### src/rtl/bcd_count_ctrl.sv
// bcd_count_ctrl: debounced run/pause/clear control of a 4-digit BCD counter with leading-zero blanking
module bcd_count_ctrl #(
    parameter int DEB_CYCLES = 1_000_000
) (
    input  logic        i_clk,
    input  logic        i_rst_n,
    input  logic        i_tick,
    input  logic        i_btn_run_n,
    input  logic        i_btn_clr_n,
    output logic [15:0] o_bcd,
    output logic [3:0]  o_blank,
    output logic [1:0]  o_state,
    output logic        o_wrap
);
    localparam int CW = $clog2(DEB_CYCLES + 1);
    localparam logic [CW-1:0] CNT_LAST = CW'(DEB_CYCLES - 1);

    typedef enum logic [1:0] {IDLE = 2'd0, RUN = 2'd1, PAUSE = 2'd2} state_t;

    state_t      state, state_nx;
    logic [1:0]  vld;
    logic [1:0]  btn_n;
    logic [1:0]  press;
    logic        run_p, clr_p;
    logic        inc;
    logic        carry;
    logic [15:0] bcd_inc;

    assign btn_n = {i_btn_clr_n, i_btn_run_n};
    assign run_p = press[0];
    assign clr_p = press[1];

    // marks when the synchronizer outputs carry real pin data rather than reset fill
    always_ff @(posedge i_clk or negedge i_rst_n) begin
        if (!i_rst_n)
            vld <= 2'b00;
        else
            vld <= {vld[0], 1'b1};
    end

    for (genvar g = 0; g < 2; g++) begin : g_btn
        logic          s1, s2, deb, deb_d, armed;
        logic [CW-1:0] cnt;
        // two-flop synchronizer for the raw button
        always_ff @(posedge i_clk or negedge i_rst_n) begin
            if (!i_rst_n)
                {s2, s1} <= 2'b11;
            else
                {s2, s1} <= {s1, btn_n[g]};
        end
        // accept a new level only after DEB_CYCLES consecutive differing samples
        always_ff @(posedge i_clk or negedge i_rst_n) begin
            if (!i_rst_n) begin
                cnt <= '0;
                deb <= 1'b1;
            end else if (s2 == deb) begin
                cnt <= '0;
            end else if (cnt == CNT_LAST) begin
                deb <= s2;
                cnt <= '0;
            end else begin
                cnt <= cnt + 1'b1;
            end
        end
        // edge history plus arming: a button held through reset must be released before it counts
        always_ff @(posedge i_clk or negedge i_rst_n) begin
            if (!i_rst_n) begin
                deb_d <= 1'b1;
                armed <= 1'b0;
            end else begin
                deb_d <= deb;
                armed <= armed | (vld[1] & s2 & deb);
            end
        end
        assign press[g] = armed & deb_d & ~deb;
    end

    // FSM state register
    always_ff @(posedge i_clk or negedge i_rst_n) begin
        if (!i_rst_n)
            state <= IDLE;
        else
            state <= state_nx;
    end

    // next state: clear beats run when both pulse together
    always_comb begin
        state_nx = clr_p ? IDLE : run_p ? (state == RUN ? PAUSE : RUN) : state;
    end

    // FSM outputs: count enable only while registered state is RUN
    always_comb begin
        inc     = (state == RUN) & i_tick & ~clr_p;
        o_state = state;
    end

    // ripple BCD increment; carry out of the top digit flags the 9999 rollover
    always_comb begin
        carry   = 1'b1;
        bcd_inc = o_bcd;
        for (int i = 0; i < 4; i++) begin
            bcd_inc[4*i +: 4] = carry ? (o_bcd[4*i +: 4] == 4'd9 ? 4'd0 : o_bcd[4*i +: 4] + 4'd1) : o_bcd[4*i +: 4];
            carry             = carry & (o_bcd[4*i +: 4] == 4'd9);
        end
    end

    // counter and wrap pulse; clear forces zero and suppresses any tick that cycle
    always_ff @(posedge i_clk or negedge i_rst_n) begin
        if (!i_rst_n) begin
            o_bcd  <= 16'h0000;
            o_wrap <= 1'b0;
        end else if (clr_p) begin
            o_bcd  <= 16'h0000;
            o_wrap <= 1'b0;
        end else begin
            o_bcd  <= inc ? bcd_inc : o_bcd;
            o_wrap <= inc & carry;
        end
    end

    // leading-zero suppression; the units digit is always shown
    always_comb begin
        o_blank[3] = o_bcd[15:12] == 4'd0;
        o_blank[2] = o_blank[3] & (o_bcd[11:8] == 4'd0);
        o_blank[1] = o_blank[2] & (o_bcd[7:4] == 4'd0);
        o_blank[0] = 1'b0;
    end
endmodule

### config.mk
export PLATFORM = sky130hd
export DESIGN_NAME = bcd_count_ctrl
export DESIGN_NICKNAME = d
export VERILOG_FILES = /design/src/rtl/bcd_count_ctrl.sv
export SDC_FILE = /design/constraint.sdc
export NUM_CORES = 1
export LEC_CHECK = 0
export BUFFER_PORTS_ARGS = -buffer_cell sky130_fd_sc_hd__buf_2
export CORE_AREA = 2 2 83 85
export DETAILED_ROUTE_END_ITERATION = 8
export DIE_AREA = 0 0 85 87
export PLACE_DENSITY = 0.71
export SKIP_LAST_GASP = 1
export SLEW_MARGIN = 20
export SYNTH_ARGS = -nofsm -noshare
export SYNTH_HDL_FRONTEND = slang
export SYNTH_SLANG_ARGS = --single-unit
### constraint.sdc
create_clock -name i_clk -period 2.35 [get_ports i_clk]
set_input_delay 0.1175 -clock i_clk [delete_from_list [all_inputs] [get_ports i_clk]]
set_output_delay 0.1175 -clock i_clk [all_outputs]
set_load 0.005 [all_outputs]
* After elaboration in Yosys (flattened, before gate mapping)
Index checks and enable logic that the tools add are counted.
W data, S select, Z words.
** Cells by class
- Add/sub/neg operators :: 6
- Equality and inequality tests :: 9
- Muxes and demuxes :: 17
- Bitwise logic cells :: 23
- Reductions and logical operators :: 13
** Operator list (number)
- $mux W20 :: 4
- $add A20 B1 Y20 const B :: 2
- $eq A20 B20 Y1 const B :: 2
- $mux W16 :: 2
- $mux W4 :: 7
- $add A4 B1 Y4 const B :: 4
- $and A1 B1 Y1 :: 16
- $eq A4 B4 Y1 const B :: 4
- $logic_not A4 Y1 :: 3
- $reduce_and A2 Y1 :: 5
- $reduce_bool A2 Y1 :: 5
- $mux W2 :: 3
- $not A1 Y1 :: 5
- $eq A1 B1 Y1 :: 2
- $eq A2 B1 Y1 const B :: 1
- $or A1 B1 Y1 :: 2
- $mux W1 :: 1
** Storage, ports and cells
- Register bits :: 71
- Bits of input ports :: 5
- Output and inout bits :: 23

* Logic depth before layout (Yosys ltp)
Gate-level depths: netlist (run 1).
- Depth in word-level cells :: 6
- Depth in mapped cells :: 6
- Gate-level depth less buffers :: 6

* Worst setup path after synthesis (run 1)
Ideal clock, no wire load.
- Path kind :: register to register
- From :: register g_btn[0].cnt[0]
- To :: register g_btn[0].cnt[18]
- Library setup time :: 0.078 ns
- Arrival :: 1.930 ns
- Setup slack :: 0.342 ns
- Stages on the path, launching flop included :: 7
- Period minus slack after synthesis :: 2.008 ns
- Cell sequence :: dfrtp_1 ha_1 nand2_1 or4_1 buf_2 or4_1 a21oi_1
** On the way
- Cells in the longest elaborated chain, start to end :: 3
** RTL lines
- from (decl) :: line 43 : logic [CW-1:0] cnt;
- from (signal assigned) :: line 62 : cnt <= cnt + 1'b1;
- $add A20 B1 Y20 / $eq A20 B20 Y1 (equally long branches) :: line 62, 58
- $mux W20 (*) :: line 58 : end else if (cnt == CNT_LAST) begin
- $mux W20 (*) :: line 56 : end else if (s2 == deb) begin
Mark *: on every way between the ends. The rest lies on a longest branch, timed or not.
A chain may end at the register's enable or synchronous reset.

* Worst setup path after layout (run 1)
Same ends and word-level chain as after synthesis.

==> impl_results.md, run 1 <==
- Die X: 85 um
- Dpl hpwl: 4540 um
- Detailed Route WL: 6680 um
- Gr busiest metal: met2
- Yosys warns: 0
- H-tree Lvls: 3
- Placer Congestion: 0.889
- Effective utilization at floorplan: 53.5%
- Crit share post-route: 91.6%
- R2R depth: 5
- Seq cells post-synth: 71
- Vias in the first global route: 2561
- Longest Clk Path Bufs: 2
- Starting DRT DRC Count: 158
- Synth top area cells: dfrtp_1 (45%), dfstp_2 (6.0%), ha_1 (4.6%)
- # port buffers: 26
- Final nets: 412
- Synth cell types: 46
- Post-synth EDFFs: 0
- IO Pins: 28
- Global Route Usage Sum: 19.3%
- Max-slew violation count: 0
- Fin crit period: 2.15 ns
- Initial antenna violation count: 0
- TritonCTS buffer count: 9
- Die area: 0.00740 mm^2
- Asr flop ratio synth: 100%
- Status: complete, no violations
- Total gr overflow: 0
- M1 GR Usage: 24.2%
- Worst Setup EP: g_btn[0].cnt[18]
- TritonCTS clock tree: done
- # setup viols final: 0
- Fillers: 555
- Synth cell count leaders: dfrtp_1 (63), nor2_1 (43), nand3_1 (28), nand2_1 (24), a21oi_1 (19)
- Reg2reg end: g_btn[0].cnt[18]
- Layout area overhead: 14.4%
- RSZ-0062 raised after global routing: false
- Leak: 1.76 nW
- Post-DR vias/cell: 5.63
- Vias: 2696
- Worst setup EP type: register
- Clk_skew: 0.0117 ns
- CP arrival: 2.42 ns
- Maxcap violations: 0
- Most area-hungry cell type in the Yosys netlist: dfrtp_1
- Reg-to-reg startpoint: g_btn[0].cnt[0]
- Setup TNS: 0 ns
- Power per cell area: 594 mW/mm^2
- R2r setup slk: 0.20 ns
- Fmax: 465 MHz
- DRT antenna net count: 0
- Worst hold margin: 0.310 ns
- Post-synthesis sequential area ratio: 50.8%
- Clk_lat worst skew: 0.34 ns
- Worst min path class: in2async
- Clock transition at path regs: 0.08 ns
- Most common cell in the netlist: dfrtp_1
- Post-CTS Setup Inserts: 0
- M3 GR Usage: 4.83%
- Critical path origin: g_btn[0].cnt[0]
- CP Max Fanout: 7
- Antenna cells: 0
- Worst Tran Pin Value: 0.535 ns
- Post-synth top flop: dfrtp_1
- Worst Path Required: 2.62 ns
- First-pass GRT wire length: 11400 um
- Syn Nets: 375
- Drt drc: 0
- Hold violation count in the final report: 0
- Synth top area share: 44.8%
- Kind of critical path: reg2reg
- Max VDD drop: 0.303 mV
- DRT Pass-1 Iters: 5
- Startpoint class of the critical path: register
- Syn Std Cell Area: 0.00352 mm^2
- DR WL/cell: 13.9 um
- Sink Count: 71
- Grt met2 use: 31.7%
- Syn Area/Cell: 9.85 um^2
- Max-Slew Margin vs Limit: 64.1%
- Layout cells sized above 1: 16.5%
- CTS root buffer: clkbuf_8
- Core area: 0.00657 mm^2
- Final core occ: 61.3%
- Die extent in y: 87 um
- Rows: 30
- Gate Count Post-Synth: 357
- Total power: 2.39 mW
- Largest net degree at the start of global routing: 72
-- area by class of cell --
type	instances	area [um^2]	area share, %
clock inverters	5	81.3	2.02
flip-flops and latches	71	1790	44.4
multi-input cells	260	1630	40.6
inverters	17	63.8	1.59
well taps	80	100	2.49
repair buffers	35	218	5.41
clock buffers	11	141	3.51
-- where the power goes --
group          internal [mW]  total (mW)  switching, mW
Sequential              1.24        1.25         0.0134
Combinational         0.0215      0.0660         0.0444
Clock                  0.627        1.07          0.446
-- metal layers --
layer | part of all wire [%] | vias up
met5 | 0 | -
met3 | 3.5 | 11
met4 | 1.5 | 0
li1 | - | 1341
met1 | 47 | 1297
met2 | 48 | 47
-- registers in the layout, indices dropped and copies added (netlist names) --
name and cells:
vld 2, o_state 2, o_bcd 16, g_btn.deb_d 2
g_btn.armed 2, o_wrap 1, g_btn.deb 2, g_btn.s1 2
g_btn.s2 2, g_btn.cnt 40
-- how the worst min path moves through the flow --
| stage | startpoint | end | cells after the start |
|---|---|---|---|
| finish | i_rst_n | o_bcd[1] | 3 |
| global route | i_rst_n | o_bcd[3] | 3 |
| floorplan | i_rst_n | g_btn[0].armed | 0 |
| global placement | i_rst_n | o_bcd[1] | 2 |
| CTS | i_rst_n | o_bcd[1] | 3 |
| detailed placement | i_rst_n | o_bcd[1] | 2 |
-- repair_timing --
item,in CTS,in global routing
hold buffers,3,0
resized for setup,0,0
setup endpoints to repair,0,0
endpoints found under the hold margin,65,0
-- logic make-up after synthesis --
family,after synthesis,synth area share (%)
simple gates,165,24.6
mux,3,0.925
xor+xnor,29,7.22
flops,71,50.8
compound gates,48,8.61
buf+inv,26,2.95
other cells,2,0.214
fa+ha+maj,13,4.63
-- worst max-delay path: stages, from the launching register on --
cell,delay (ns)
dfrtp_1,0.41
ha_1,0.29
nand2_1,0.09
or4_1,0.63
or4_1,0.51
a21oi_1,0.16
-- stage by stage --
stage	setup WS (ns)	area, um^2	cells
2_1_floorplan	0.342	3520	357
3_3_place_gp	0.253	3770	460
3_5_place_dp	0.163	3770	460
4_1_cts	0.181	4020	479
5_1_grt	0.0533	4020	479
6_report	0.197	4020	479
-- layout by cell type, fill, tap and decap left out, types with 8 or more instances in the layout --
cell type / instances
nand4_1: 11
dfrtp_1: 63
o21ai_0: 11
a21oi_1: 19
xor2_1: 13
nand2_1: 24
inv_1: 17
ha_1: 13
xnor2_1: 16
clkbuf_8: 10
nor2_1: 43
buf_2: 26
nand3_1: 28
dfstp_2: 8
nor3_1: 13
nor4_1: 8
Power figures use the tool's default switching activity.
==> inputs of run 2 (changes only) <==
- ABC_AREA: default -> 1
- CORE_AREA: 2 2 83 85 -> 2 2 88 90
- DIE_AREA: 0 0 85 87 -> 0 0 90 92
- PLACE_DENSITY: 0.71 -> 0.7
==> run 2 against run 1 <==
Compared with the run above:
- synthesized cell count increased by 34%
- hold slack got worse by 0.24 ns
- sequential share of layout area down 3.8 points
- register-to-register slack improved by 0.59 ns
- final area up 9.2%
- synthesized area is 11% higher
- count of clock-buffer cells in the layout decreased by 1
- fmax rose by 26%
- critical endpoint is now o_blank[1]
- largest cell class is now multi-input combinational cells
- highest routed layer unchanged
==> impl_results.md, run 2 <==
- Worst Setup EP: o_blank[1]
- Drt drc: 0
- Seq cells post-synth: 71
- Vias in the first global route: 3028
- Max VDD drop: 0.433 mV
- Post-CTS Setup Inserts: 0
- Synth top area share: 40.4%
- Synth cell types: 33
- Effective utilization at floorplan: 52.4%
- Worst Path Required: 2.23 ns
- Syn Area/Cell: 8.13 um^2
- Commonest non-fill, non-tap cell in the layout: nand2_1
- RSZ-0062 raised after global routing: false
- Clock transition at path regs: 0.08 ns
- Starting DRT DRC Count: 151
- Syn Std Cell Area: 0.00390 mm^2
- DR WL/cell: 12.5 um
- CP Max Fanout: 6
- Placer Congestion: 0.873
- TritonCTS buffer count: 9
- Asr flop ratio synth: 100%
- Post-synthesis mux area share: 0%
- Largest reg by FF count: g_btn.cnt
- Reg-to-reg startpoint: g_btn[1].deb
- Syn Nets: 498
- Rows: 32
- Clk_skew: 0.00834 ns
- Layout area overhead: 12.7%
- Startpoint class of the critical path: register
- Sink Count: 71
- Power per cell area: 525 mW/mm^2
- Synth Area in Simple Gates: 33.6%
- CP arrival: 1.59 ns
- First-pass GRT wire length: 13900 um
- Vias: 3141
- Antenna cells: 0
- Global Route Usage Sum: 20.8%
- Main combinational cell family by area after synthesis: simple AND/OR/NAND/NOR gates
- Yosys warns: 0
- Gate Count Post-Synth: 480
- Synth top area cells: dfrtp_1 (40%), nand2_1 (8.8%), nor2_1 (8.3%)
- Synth cell count leaders: nand2_1 (91), nor2_1 (86), dfrtp_1 (63), inv_1 (50), nand3_1 (43)
- R2r setup slk: 0.79 ns
- Max-slew violation count: 0
- DRT antenna net count: 0
- Total power: 2.31 mW
- Status: complete, no violations
- Post-DR vias/cell: 5.00
- Reg2reg end: g_btn[1].cnt[9]
- Setup TNS: 0 ns
- Final nets: 539
- Dpl hpwl: 5850 um
- CTS root buffer: clkbuf_8
- H-tree Lvls: 3
- Kind of critical path: reg2out
- TritonCTS clock tree: done
- Flip-flop count of the largest register after layout: 40
- Leak: 2.04 nW
- Detailed Route WL: 7840 um
- Xor/xnor share of the synthesized area: 5.61%
- Max-Slew Margin vs Limit: 49.9%
- Post-synthesis sequential area ratio: 45.8%
- Post-synthesis compound-gate area fraction: 5.00%
- Critical path origin: o_bcd[12]
- Worst setup EP type: output port
- R2R depth: 5
- Layout cells sized above 1: 17.5%
- Die area: 0.00828 mm^2
- # port buffers: 26
- Clk_lat worst skew: 0.34 ns
- Post-synth top flop: dfrtp_1
- Worst min path class: in2reg
- DRT Pass-1 Iters: 4
- Largest net degree at the start of global routing: 36
- Most area-hungry cell type in the Yosys netlist: dfrtp_1
- Most common cell in the netlist: nand2_1
- Post-synth EDFFs: 0
- Longest Clk Path Bufs: 2
- Hold violation count in the final report: 0
- Maxcap violations: 0
- Initial antenna violation count: 0
- IO Pins: 28
- Core area: 0.00745 mm^2
- Adder-Cell Fraction of Synth Area: 4.17%
- # setup viols final: 0
- Die extent in y: 92 um
- Total gr overflow: 0
- Fmax: 585 MHz
- Fin crit period: 1.71 ns
- Worst Tran Pin Value: 0.752 ns
- Crit share post-route: 72.7%
- Largest registers: g_btn.cnt x40, o_bcd x16
- Die X: 90 um
- Hold-critical path depth: 3
- Commonest cells after routing, fill and taps aside: nand2_1 (91), nor2_1 (86), dfrtp_1 (63)
-- run 2: cell count changes after synthesis, moves of 7 or more --
| cell | change |
|---|---|
| nor4_1 | -8 |
| nand3_1 | +15 |
| nand2_1 | +67 |
| nor2_1 | +43 |
| nor3_1 | -7 |
| a21oi_1 | -7 |
| inv_1 | +33 |
| nor2_4 | +7 |
| nand2_2 | +10 |
| nor2_2 | +8 |
-- run 2: what timing repair did --
action	in CTS	in global routing
hold endpoints to repair	26	0
resized for setup	0	0
hold buffers	3	0
-- run 2: cell type report --
class                   instances  area, um^2
well taps                     102         128
fillers                       686        3050
clock buffers                  10         128
repair buffers                 32         183
multi-input cells             352        1890
inverters                      55         208
clock inverters                 6        68.8
flip-flops and latches         71        1790
-- run 2: layer usage --
metal	wire length [um]	GRT usage, %	vias up
li1	-	-	1599
met1	3740	28.7	1484
met2	3760	33.0	54
met3	281	4.85	4
met4	63	6.28	0
met5	0	0	-
-- run 2: worst min path at each step --
stage                                 to         from  slack, ns
after floorplan           g_btn[0].armed      i_rst_n      -0.18
after global placement       g_btn[1].s1  i_btn_clr_n       0.22
after detailed placement     g_btn[1].s1  i_btn_clr_n       0.22
after CTS                         o_wrap       i_tick       0.05
after global routing              o_wrap       i_tick       0.08
final                             o_wrap       i_tick       0.07
-- run 2: cell families (layout without fill, tap and decap cells) --
logic type | Yosys count | after routing
AO/OA/AOI/OAI | 36 | 36
other | 2 | 2
XOR/XNOR | 25 | 25
flip-flops | 71 | 71
AND/OR/NAND/NOR | 276 | 276
adder cells (fa/ha/maj) | 13 | 13
buffers and inverters | 57 | 103
-- run 2: power by group --
part           internal (mW)  switching (mW)
clock network          0.496           0.488
logic                 0.0221          0.0539
registers               1.24         0.00890
total                   1.76           0.550
-- run 2: worst max-delay path, cell delays in order, from the launching register on --
cell     delay [ns]
dfrtp_1        0.44
inv_1          0.10
ha_1           0.15
nand2_1        0.06
nor2_1         0.11
nand4_1        0.13
nor3_1         0.14
buf_2          0.13
-- run 2: metrics by stage --
stage | util (%) | cells | hold slack, ns | setup slack (ns) | area [um^2]
2_1_floorplan | - | 480 | -0.178 | 1.04 | 3900
6_report | 59.0 | 628 | 0.0669 | 0.641 | 4400
4_1_cts | 59.0 | 628 | 0.0501 | 0.602 | 4400
3_3_place_gp | 56.0 | 609 | 0.223 | 0.881 | 4170
3_5_place_dp | 56.0 | 609 | 0.224 | 0.825 | 4170
5_1_grt | 59.0 | 628 | 0.0781 | 0.470 | 4400
==> inputs of run 3 (changes only) <==
- clock period: 2.35 -> 1.7 ns (I/O delays scaled with it)
==> run 3 against run 2 <==
Compared with the run above:
- cell count grew 0.32%
- worst setup slack worse by 0.62 ns
- sequential power increased by 38%
- combinational power up 39%
- clock power up 42%
- total power increased by 40%
- critical path depth unchanged
==> impl_results.md, run 3 (same netlist as run 2, synthesis figures left out) <==
- Crit share post-route: 98.5%
- Startpoint class of the critical path: register
- Drt drc: 0
- Layout cells sized above 1: 19.1%
- Layout area overhead: 14.4%
- Clock Power Share: 43.5%
- IO Pins: 28
- Final nets: 541
- Int Pwr: 2.47 mW
- Flip-flop count of the largest register after layout: 40
- Setup TNS: 0 ns
- Fillers: 660
- Die area: 0.00828 mm^2
- Core area: 0.00745 mm^2
- Rows: 32
- TritonCTS clock tree: done
- Die X: 90 um
- Antenna cells: 0
- Largest registers: g_btn.cnt x40, o_bcd x16
- Net Sw Frac: 23.7%
- Hold violation count in the final report: 0
- TritonCTS buffer count: 9
- Leak: 2.06 nW
- Dpl hpwl: 5540 um
- Placer Congestion: 0.900
- Largest reg by FF count: g_btn.cnt
- Cell area after layout: 0.00446 mm^2
- Detailed Route WL: 7730 um
- Commonest cells after routing, fill and taps aside: nand2_1 (90), nor2_1 (84), dfrtp_1 (63)
- Commonest non-fill, non-tap cell in the layout: nand2_1
- Largest stage delay on the critical path: 0.41 ns
- Worst-path cell chain: inv_2 > ha_4 > nand2_4 > nor2_4 > nand4_1 > nor3_1 > buf_2
- DRT antenna net count: 0
- Effective utilization at floorplan: 52.4%
- DRT Pass-1 Iters: 4
- # port buffers: 26
- Clock transition at path regs: 0.08 ns
- Kind of critical path: reg2out
- Fin crit period: 1.67 ns
- Status: complete, no violations
- Max-slew violation count: 0
- RSZ-0062 raised after global routing: true
- # setup viols final: 0
- Maxcap violations: 0
- Sink Count: 71
- First-pass GRT wire length: 13700 um
- Vias in the first global route: 3067
- Psw: 0.767 mW
- Post-placement cell count: 609
- Worst min path class: in2reg
- H-tree Lvls: 3
- Post-DR vias/cell: 5.02
- Max VDD drop: 0.482 mV
- Worst Path Required: 1.62 ns
- Die extent in y: 92 um
- Total gr overflow: 0
- Layout Cells excl Fill: 630
- Placed inst area: 0.00418 mm^2
- CP arrival: 1.59 ns
- Worst hold margin: 0.0310 ns
- CP max stage cell: dfrtp_1
- Initial antenna violation count: 0
- Power per cell area: 724 mW/mm^2
- Clk_skew: 0.0136 ns
- Comb power frac: 3.3%
- Vias: 3163
- Clk_lat worst skew: 0.36 ns
- Worst setup EP type: output port
- CTS root buffer: clkbuf_8
- Fmax: 597 MHz
- CP Max Fanout: 2
- Starting DRT DRC Count: 142
- Reg power frac: 53.3%
- Largest net degree at the start of global routing: 72
- Longest Clk Path Bufs: 2
- DR WL/cell: 12.3 um
- Global Route Usage Sum: 20.6%
## run 3: through the flow
step / utilization [%] / worst slack [ns] / power (mW)
after global placement: 56.1 / 0.308 / 1.86
final: 59.9 / 0.0258 / 3.23
after detailed placement: 56.1 / 0.220 / 1.86
after floorplan: - / 0.388 / 1.80
after CTS: 59.6 / -0.00820 / 3.28
after global routing: 59.9 / -0.0763 / 3.36
## run 3: layer usage
metal / routed length, um / up-vias / track usage [%]
met5: 0 / - / 0
met4: 165 / 0 / 10.0
met3: 209 / 19 / 4.44
met2: 3640 / 48 / 32.8
met1: 3710 / 1489 / 26.8
li1: - / 1607 / -
## run 3: path summary, 6_finish.rpt
kind | from | to | slack (ns) | cells after the start
setup / recovery | o_bcd[13] | o_blank[1] | 0.03 | 7
hold / removal | i_tick | o_wrap | 0.03 | 3
setup reg to reg | o_bcd[1] | o_bcd[13] | 0.17 | 9
min in group asynchronous | i_rst_n | g_btn[1].cnt[5] | 0.29 | 3
hold reg to reg | g_btn[0].s1 | g_btn[0].s2 | 0.36 | 0
max in group asynchronous | i_rst_n | g_btn[1].s1 | 1.08 | 3
## run 3: area by class of cell
type / count / area [um^2] / area share [%]
well taps: 102 / 128 / 2.86
multi-input cells: 352 / 1920 / 43.1
inverters: 55 / 208 / 4.65
clock inverters: 6 / 68.8 / 1.54
repair buffers: 34 / 210 / 4.71
flip-flops and latches: 71 / 1790 / 40.0
clock buffers: 10 / 138 / 3.08
## run 3: timing repair
action	CTS	global route
setup endpoints to repair	1	5
endpoints found under the hold margin	65	0
pin swaps	1	5
hold buffers	3	0
buffers inserted	2	0
gates resized for setup	1	8
## run 3: power groups by stage
stage | Combinational, mW | Clock, mW | Sequential [mW]
final | 0.106 | 1.40 | 1.72
after global routing | 0.124 | 1.52 | 1.73
after CTS | 0.111 | 1.44 | 1.72
after detailed placement | 0.105 | 0 | 1.75
after global placement | 0.104 | 0 | 1.75
after floorplan | 0.0479 | 0 | 1.75
## run 3: worst max-delay path, delay by kind of cell, from the launching register on
kind          cells  cell delay [ns]
flops             1             0.41
buf+inv           2             0.24
fa+ha+maj         1             0.15
simple gates      4             0.46
